==> config.mk <==
export PLATFORM = sky130hd
export DESIGN_NAME = muldiv_sequencer
export DESIGN_NICKNAME = d
export VERILOG_FILES = /design/src/rtl/muldiv_pkg.sv /design/src/rtl/muldiv_signfix.sv /design/src/rtl/muldiv_sequencer.sv
export SDC_FILE = /design/constraint.sdc
export NUM_CORES = 1
export LEC_CHECK = 0
export CAP_MARGIN = 15
export CORE_MARGIN = 10
export CORE_UTILIZATION = 58
export CTS_BUF_LIST = sky130_fd_sc_hd__clkbuf_4 sky130_fd_sc_hd__clkbuf_8 sky130_fd_sc_hd__clkbuf_16
export CTS_CLUSTER_SIZE = 25
export DETAILED_ROUTE_END_ITERATION = 6
export DONT_BUFFER_PORTS = 1
export GPL_TIMING_DRIVEN = 0
export PLACE_DENSITY = 0.83
export SLEW_MARGIN = 0
export SYNTH_ARGS = -nofsm -noshare
export SYNTH_HDL_FRONTEND = slang
export SYNTH_SLANG_ARGS = --single-unit
==> constraint.sdc <==
create_clock -name clk -period 2.8 [get_ports clk]
set_input_delay 0 -clock clk [delete_from_list [all_inputs] [get_ports clk]]
set_output_delay 0 -clock clk [all_outputs]
set_load 0.01 [all_outputs]
==> src/rtl/muldiv_pkg.sv <==
// ---------------------------------------------------------------------------
// muldiv_pkg
// Shared definitions for the multi-cycle MULT/DIV sequencer and its helpers.
//  - state_t       : sequencer FSM states (S_IDLE, S_RUN, S_FIX, S_DONE)
//  - OP_*          : op codes presented by the control unit
//  - HILO_WSEL_BOTH: write-select the control unit uses to load HI and LOW
//                    together from hi/lo when done pulses
//  - op_is_div()   : decodes the divide bit of an op code
// ---------------------------------------------------------------------------
package muldiv_pkg;

    typedef enum logic [1:0] {
        S_IDLE = 2'd0,
        S_RUN  = 2'd1,
        S_FIX  = 2'd2,
        S_DONE = 2'd3
    } state_t;

    localparam logic [1:0] OP_MULT  = 2'b00;
    localparam logic [1:0] OP_DIV   = 2'b01;
    localparam logic [1:0] OP_MULTU = 2'b10;
    localparam logic [1:0] OP_DIVU  = 2'b11;

    // Bit 1 selects HI, bit 0 selects LOW; a finished MULT/DIV writes both.
    localparam logic [1:0] HILO_WSEL_BOTH = 2'b11;

    // op[0] distinguishes divide from multiply in both signed and unsigned forms.
    function automatic logic op_is_div(input logic [1:0] op);
        return op[0];
    endfunction

endpackage

==> src/rtl/muldiv_signfix.sv <==
// ---------------------------------------------------------------------------
// muldiv_signfix
// Combinational sign handling for the MULT/DIV sequencer.
//  Load side : converts the raw operands into magnitudes (WIDTH+1 bits so that
//              the most negative value has an exact magnitude) and reports
//              which operands were negative.
//  Fix side  : restores signs on the finished magnitude result.
//              product  -> negated when operand signs differ
//              quotient -> negated when operand signs differ
//              remainder-> takes the dividend's sign
// Ports
//  a, b       in  WIDTH     raw operands
//  signed_op  in  1         treat operands as two's complement
//  a_mag      out WIDTH+1   |a|
//  b_mag      out WIDTH+1   |b|
//  a_neg      out 1         a is negative (only when signed_op)
//  b_neg      out 1         b is negative (only when signed_op)
//  raw        in  2*WIDTH   unsigned result: product, or {remainder, quotient}
//  is_div     in  1         raw holds a divide result
//  sign_a     in  1         latched sign of a
//  sign_b     in  1         latched sign of b
//  fix_hi     out WIDTH     signed-corrected hi word
//  fix_lo     out WIDTH     signed-corrected lo word
// ---------------------------------------------------------------------------
module muldiv_signfix
    import muldiv_pkg::*;
#(
    parameter int WIDTH = 32
) (
    input  logic [WIDTH-1:0]   a,
    input  logic [WIDTH-1:0]   b,
    input  logic               signed_op,
    output logic [WIDTH:0]     a_mag,
    output logic [WIDTH:0]     b_mag,
    output logic               a_neg,
    output logic               b_neg,
    input  logic [2*WIDTH-1:0] raw,
    input  logic               is_div,
    input  logic               sign_a,
    input  logic               sign_b,
    output logic [WIDTH-1:0]   fix_hi,
    output logic [WIDTH-1:0]   fix_lo
);

    logic [2*WIDTH-1:0] prod_fixed;
    logic [WIDTH-1:0]   quo_fixed;
    logic [WIDTH-1:0]   rem_fixed;

    // Operand magnitudes: sign-extend to WIDTH+1 bits before negating so that
    // the most negative input yields its true positive magnitude.
    always_comb begin
        a_neg = signed_op & a[WIDTH-1];
        b_neg = signed_op & b[WIDTH-1];
        a_mag = a_neg ? ({(WIDTH+1){1'b0}} - {a[WIDTH-1], a}) : {1'b0, a};
        b_mag = b_neg ? ({(WIDTH+1){1'b0}} - {b[WIDTH-1], b}) : {1'b0, b};
    end

    // Result sign restoration. Unsigned ops latch both signs as zero, so no
    // negation happens for them without any extra gating here.
    always_comb begin
        prod_fixed = (sign_a ^ sign_b) ? ({(2*WIDTH){1'b0}} - raw) : raw;
        quo_fixed  = (sign_a ^ sign_b) ? ({WIDTH{1'b0}} - raw[WIDTH-1:0])
                                       : raw[WIDTH-1:0];
        rem_fixed  = sign_a ? ({WIDTH{1'b0}} - raw[2*WIDTH-1:WIDTH])
                            : raw[2*WIDTH-1:WIDTH];
        if (is_div) begin
            fix_hi = rem_fixed;
            fix_lo = quo_fixed;
        end else begin
            fix_hi = prod_fixed[2*WIDTH-1:WIDTH];
            fix_lo = prod_fixed[WIDTH-1:0];
        end
    end

endmodule

==> src/rtl/muldiv_sequencer.sv <==
// ---------------------------------------------------------------------------
// muldiv_sequencer
// Multi-cycle MULT/DIV engine between the control unit and the HI/LOW
// registers. One start pulse in IDLE launches a radix-2 shift-add multiply or
// a restoring divide over WIDTH iterations, followed by a sign-fix cycle and a
// one-cycle done pulse. Divide by zero skips the iterations and reports
// div_zero alongside done, leaving hi/lo untouched.
// Configuration macro: MULDIV_UNSIGNED_EN
//  defined     : op[1]=1 selects unsigned MULTU/DIVU (no sign correction)
//  not defined : op[1] is ignored, every op is signed
// Ports
//  clk       in  1      rising-edge clock
//  reset     in  1      synchronous, active-low; clears all state
//  start     in  1      launch request, honoured only in IDLE
//  op        in  2      00 MULT, 01 DIV, 10 MULTU, 11 DIVU
//  a         in  WIDTH  multiplicand / dividend
//  b         in  WIDTH  multiplier / divisor
//  busy      out 1      operation in flight (RUN and FIX)
//  done      out 1      one-cycle pulse, hi/lo valid from this cycle
//  div_zero  out 1      pulses with done for a divide by zero
//  hi        out WIDTH  product high word / remainder
//  lo        out WIDTH  product low word / quotient
// ---------------------------------------------------------------------------
module muldiv_sequencer
    import muldiv_pkg::*;
#(
    parameter int WIDTH = 32
) (
    input  logic             clk,
    input  logic             reset,
    input  logic             start,
    input  logic [1:0]       op,
    input  logic [WIDTH-1:0] a,
    input  logic [WIDTH-1:0] b,
    output logic             busy,
    output logic             done,
    output logic             div_zero,
    output logic [WIDTH-1:0] hi,
    output logic [WIDTH-1:0] lo
);

    localparam int CNT_W = $clog2(WIDTH) + 1;
    localparam int ACC_W = 2 * WIDTH + 1;

    state_t state;
    state_t state_next;

    logic [CNT_W-1:0] count;
    logic [ACC_W-1:0] acc;
    logic [WIDTH:0]   operand;
    logic             is_div_r;
    logic             sign_a_r;
    logic             sign_b_r;
    logic             dz_r;

    logic             signed_op;
    logic             b_zero;
    logic             last_iter;
    logic [WIDTH:0]   a_mag;
    logic [WIDTH:0]   b_mag;
    logic             a_neg;
    logic             b_neg;
    logic [WIDTH-1:0] fix_hi;
    logic [WIDTH-1:0] fix_lo;
    logic [WIDTH:0]   mul_sum;
    logic [WIDTH:0]   rem_shift;
    logic [ACC_W-1:0] mul_next;
    logic [ACC_W-1:0] div_next;

`ifdef MULDIV_UNSIGNED_EN
    assign signed_op = ~op[1];
`else
    logic unused_op_bit;
    assign signed_op     = 1'b1;
    assign unused_op_bit = op[1];
`endif

    assign b_zero    = (b == {WIDTH{1'b0}});
    assign last_iter = (count == CNT_W'(WIDTH - 1));

    muldiv_signfix #(
        .WIDTH(WIDTH)
    ) u_signfix (
        .a        (a),
        .b        (b),
        .signed_op(signed_op),
        .a_mag    (a_mag),
        .b_mag    (b_mag),
        .a_neg    (a_neg),
        .b_neg    (b_neg),
        .raw      (acc[2*WIDTH-1:0]),
        .is_div   (is_div_r),
        .sign_a   (sign_a_r),
        .sign_b   (sign_b_r),
        .fix_hi   (fix_hi),
        .fix_lo   (fix_lo)
    );

    // One iteration of each algorithm on the shared accumulator.
    // Multiply: {partial product, multiplier}; add on lsb, then shift right.
    // Divide:   {remainder, dividend/quotient}; shift left, trial-subtract,
    //           shift in a quotient bit of 1 when the subtraction fits.
    always_comb begin
        mul_sum   = acc[0] ? (acc[2*WIDTH:WIDTH] + operand) : acc[2*WIDTH:WIDTH];
        mul_next  = {1'b0, mul_sum, acc[WIDTH-1:1]};
        rem_shift = acc[2*WIDTH-1:WIDTH-1];
        if (rem_shift >= operand) begin
            div_next = {rem_shift - operand, acc[WIDTH-2:0], 1'b1};
        end else begin
            div_next = {rem_shift, acc[WIDTH-2:0], 1'b0};
        end
    end

    // State register.
    always_ff @(posedge clk) begin
        if (!reset) begin
            state <= S_IDLE;
        end else begin
            state <= state_next;
        end
    end

    // Next-state logic. A divide by zero jumps straight to DONE; starts seen
    // outside IDLE are simply not looked at.
    always_comb begin
        state_next = state;
        case (state)
            S_IDLE: begin
                if (start) begin
                    state_next = (op_is_div(op) && b_zero) ? S_DONE : S_RUN;
                end
            end
            S_RUN: begin
                if (last_iter) begin
                    state_next = S_FIX;
                end
            end
            S_FIX:   state_next = S_DONE;
            S_DONE:  state_next = S_IDLE;
            default: state_next = S_IDLE;
        endcase
    end

    // Moore outputs decoded from the state.
    always_comb begin
        busy     = (state == S_RUN) || (state == S_FIX);
        done     = (state == S_DONE);
        div_zero = (state == S_DONE) && dz_r;
    end

    // Datapath: operand capture on launch, iterations in RUN, result
    // write-back to hi/lo in FIX.
    always_ff @(posedge clk) begin
        if (!reset) begin
            count    <= '0;
            acc      <= '0;
            operand  <= '0;
            is_div_r <= 1'b0;
            sign_a_r <= 1'b0;
            sign_b_r <= 1'b0;
            dz_r     <= 1'b0;
            hi       <= '0;
            lo       <= '0;
        end else begin
            case (state)
                S_IDLE: begin
                    if (start) begin
                        count    <= '0;
                        is_div_r <= op_is_div(op);
                        sign_a_r <= a_neg;
                        sign_b_r <= b_neg;
                        dz_r     <= op_is_div(op) && b_zero;
                        if (op_is_div(op)) begin
                            acc     <= {{(WIDTH+1){1'b0}}, a_mag[WIDTH-1:0]};
                            operand <= b_mag;
                        end else begin
                            acc     <= {{(WIDTH+1){1'b0}}, b_mag[WIDTH-1:0]};
                            operand <= a_mag;
                        end
                    end
                end
                S_RUN: begin
                    acc   <= is_div_r ? div_next : mul_next;
                    count <= count + CNT_W'(1);
                end
                S_FIX: begin
                    hi <= fix_hi;
                    lo <= fix_lo;
                end
                default: begin
                end
            endcase
        end
    end

endmodule

==> results.sh <==
export IMPL_p_per_area_mw_per_mm2=943
export IMPL_placementRows=58
export IMPL_dpl_hpwl_mm=44.5
export IMPL_drtAntennaViolNets=0
export IMPL_required_ns=3.16
export IMPL_period_minus_slack_ns=3.32
export IMPL_critPathMaxStageDelay_ns=0.56
export IMPL_total_power_mw=17.5
export IMPL_p_leak_nw=7.13
export IMPL_synth_top_area_share_pct=23.8
export IMPL_yosysSeqAreaShare_pct=23.8
export IMPL_rsz0062_at_grt="yes"
export IMPL_worstPathMaxFanout=5
export IMPL_multiInputGateArea_mm2=0.0115
export IMPL_htreeDepth=4
export IMPL_synth_avg_cell_area_um2=7.57
export IMPL_area_delta_synth_final_pct=26.7
export IMPL_pre_cts_slack_ns=-1.08
export IMPL_firstDrtPassIters=6
export IMPL_final_setup_worst_slack_ns=-0.517
export IMPL_clkSinkCount=174
export IMPL_gp_congestion=1.03
export IMPL_synth_flop_cell="dfxtp_1"
export IMPL_path_buf_inv=2
export IMPL_core_mm2=0.0250
export IMPL_synth_area_mm2=0.0147
export IMPL_root_buffer="clkbuf_16"
export IMPL_grt_use_total_pct=36.1
export IMPL_drc=0
export IMPL_clock_skew_ns=0.0186
export IMPL_ys_ff_latch=174
export IMPL_slew_viol_final=0
export IMPL_synth_nets=2080
export IMPL_hold_ws_ns=-0.00749
export IMPL_hold_class="input pin to flip-flop"
export IMPL_nNetsFinal=2229
export IMPL_ys_warnings_count=0
export IMPL_arrival_ns=3.67
export IMPL_final_cells=2428
export IMPL_seq_area_mm2=0.00362
export IMPL_clk_path_buf_depth=2
export IMPL_final_core_util_pct=74.1
export IMPL_synth_async_sr_flop_share_pct=0
export IMPL_timing_fmax_ghz=0.302
export IMPL_grt_pass1_vias=15400
export IMPL_start_util_pct=58.5
export IMPL_startpoint_type="flip-flop"
export IMPL_drive_above_1_share_pct=20.8
export IMPL_wl_mm=63.1
export IMPL_path_cells="or4_4 -> or4_4 -> nor4_4 -> buf_4 -> buf_6 -> nand3b_1 -> o21ai_2 -> a21oi_2 -> xnor2_1 -> a211oi_1"
export IMPL_cts_buffers=17
export IMPL_hold_viol_final=2
export IMPL_cts_tree="yes"
export IMPL_fp_dieH_um=179
export IMPL_drt_iter0_markers=2281
export IMPL_status="complete, but fails checks"
export IMPL_yosys_area_top_type="dfxtp_1"
export IMPL_grt_max_degree=23
export IMPL_vias=17100
export IMPL_synth_edff_count=0
export IMPL_fp_dieW_um=179
export IMPL_path_clk_slew_ns=0.09
export IMPL_die_area_mm2=0.0320
export IMPL_place_inst=2265
export IMPL_crit_path_frequent_cell="or4_4"
export IMPL_ys_top_cells_by_area="dfxtp_1 (24%), ha_1 (6.3%), a21oi_1 (5.7%), xnor2_1 (5.4%), xor2_1 (5.1%)"
export IMPL_setup_viol=76
export IMPL_clk_insertion_delay_late_ns=0.46
export IMPL_io_pins=136
export IMPL_avgViaCountPerCell=7.03
export IMPL_synthCells=1935
export IMPL_overflow=0
export IMPL_period_share_pct=118
export IMPL_synth_distinct_cells=84
export IMPL_antenna_found_initial=2
export IMPL_endpoint_kind="flip-flop"
export IMPL_portBuffers=0
export IMPL_worst_pin_slew_ns=1.29
export IMPL_grt_pass1_wl_mm=90.3
export IMPL_crit_type="flip-flop to flip-flop"
export IMPL_wl_per_cell_um=26.0
export IMPL_violations="negative hold slack, negative setup slack"
export IMPL_max_slew_margin_pct=13.7
export IMPL_ir_drop_mv=0.712
export IMPL_cpMaxStageDelayCell="or4_4"
export IMPL_crit_family="simple AND/OR/NAND/NOR gates"
export IMPL_drv_cap=0
export IMPL_fill_cells=1850
[routing by layer]
| metal | vias up | routed length (um) | share of wire [%] | global-route usage, % |
|---|---|---|---|---|
| li1 | 7411 | - | - | - |
| met1 | 8036 | 23400 | 37 | 45.8 |
| met2 | 1351 | 28000 | 44 | 56.2 |
| met3 | 275 | 8250 | 13 | 9.88 |
| met4 | 2 | 3420 | 5.4 | 16.0 |
| met5 | - | 19 | 0.030 | 0 |
[layout make-up]
cell class,count,area share (%)
inverter,69,1.44
clock buffer,17,2.29
multi-input combinational,1550,62.1
tap,330,2.22
antenna,1,0.0135
buffer,130,3.55
clock inverter,15,1.19
timing repair buffer,142,7.69
sequential,174,19.5
[power breakdown]
part	switching, mW	internal (mW)
Combinational	6.19	4.35
Clock	1.36	1.26
Sequential	1.13	3.23
Total	8.68	8.83
[per-stage QoR]
step	instance area [um^2]	TNS [ns]	hold slack, ns
after floorplan	14900	-0.00646	0.234
after global placement	15300	-38.62	0.295
after detailed placement	15300	-42.27	0.283
after CTS	17500	-11.27	0.00371
after global routing	18600	-23.84	0.00409
final	18600	-18.66	-0.00749
[path summary, 6_finish.rpt]
path	slack, ns	cells after the start	startpoint	end
setup reg to reg	-0.52	10	acc[4]	hi[28]
hold / removal	-0.007	3	b[4]	operand[4]
hold reg to reg	0.48	2	operand[1]	operand[1]
setup / recovery	-0.52	10	acc[4]	hi[28]
[cells in the final DEF, fill, tap and decap left out, types with 19 or more instances in the layout]
cell type	Yosys	routed
a211oi_1	83	75
a21o_1	34	34
a21oi_1	166	146
buf_4	1	68
clkbuf_1	125	101
clkbuf_16	0	21
dfxtp_1	174	119
dfxtp_2	0	27
dfxtp_4	0	28
dlygate4sd3_1	0	43
ha_1	74	46
ha_4	0	21
inv_1	69	58
mux2i_1	54	52
nand2_1	162	146
nand3_1	35	32
nand4_1	22	22
nor2_1	182	168
nor3_1	43	37
o211ai_1	48	48
o21ai_0	126	97
o31ai_1	29	19
xnor2_1	91	89
xor2_1	86	82
[Yosys cell counts, drive strengths merged, types with 35 or more instances]
cell type	number
a211oi	83
a21oi	166
clkbuf	126
dfxtp	174
ha	74
inv	69
mux2i	54
nand2	163
nand3	35
nor2	182
nor3	45
o211ai	48
o21ai	131
xnor2	91
xor2	86
[flip-flops by register name (all words and copies together) (netlist names)]
signal,cells
hi,32
sign_b_r,1
acc,65
dz_r,1
sign_a_r,1
lo,32
operand,33
state,2
count,6
is_div_r,1
[cell families after synthesis]
group / Yosys count / share of synthesized area (%)
buffers and inverters: 211 / 5.52
AO/OA/AOI/OAI: 639 / 29.0
adder cells (fa/ha/maj): 76 / 6.59
multiplexers: 72 / 5.07
flip-flops: 174 / 23.8
XOR/XNOR: 177 / 10.6
AND/OR/NAND/NOR: 586 / 19.5
[tightest hold or removal path, delay by kind of cell]
| family | cells | cell delay [ns] |
|---|---|---|
| compound gates | 2 | 0.33 |
| xor+xnor | 1 | 0.06 |
[repair_timing]
item,4_1_cts,5_1_grt
buffers inserted,58,37
resized for setup,196,187
cloned,3,2
pin swaps,55,103
hold buffers,42,1
setup endpoints to repair,75,94
endpoints found under the hold margin,27,1
No activity file was read; power rests on OpenSTA's default activity.
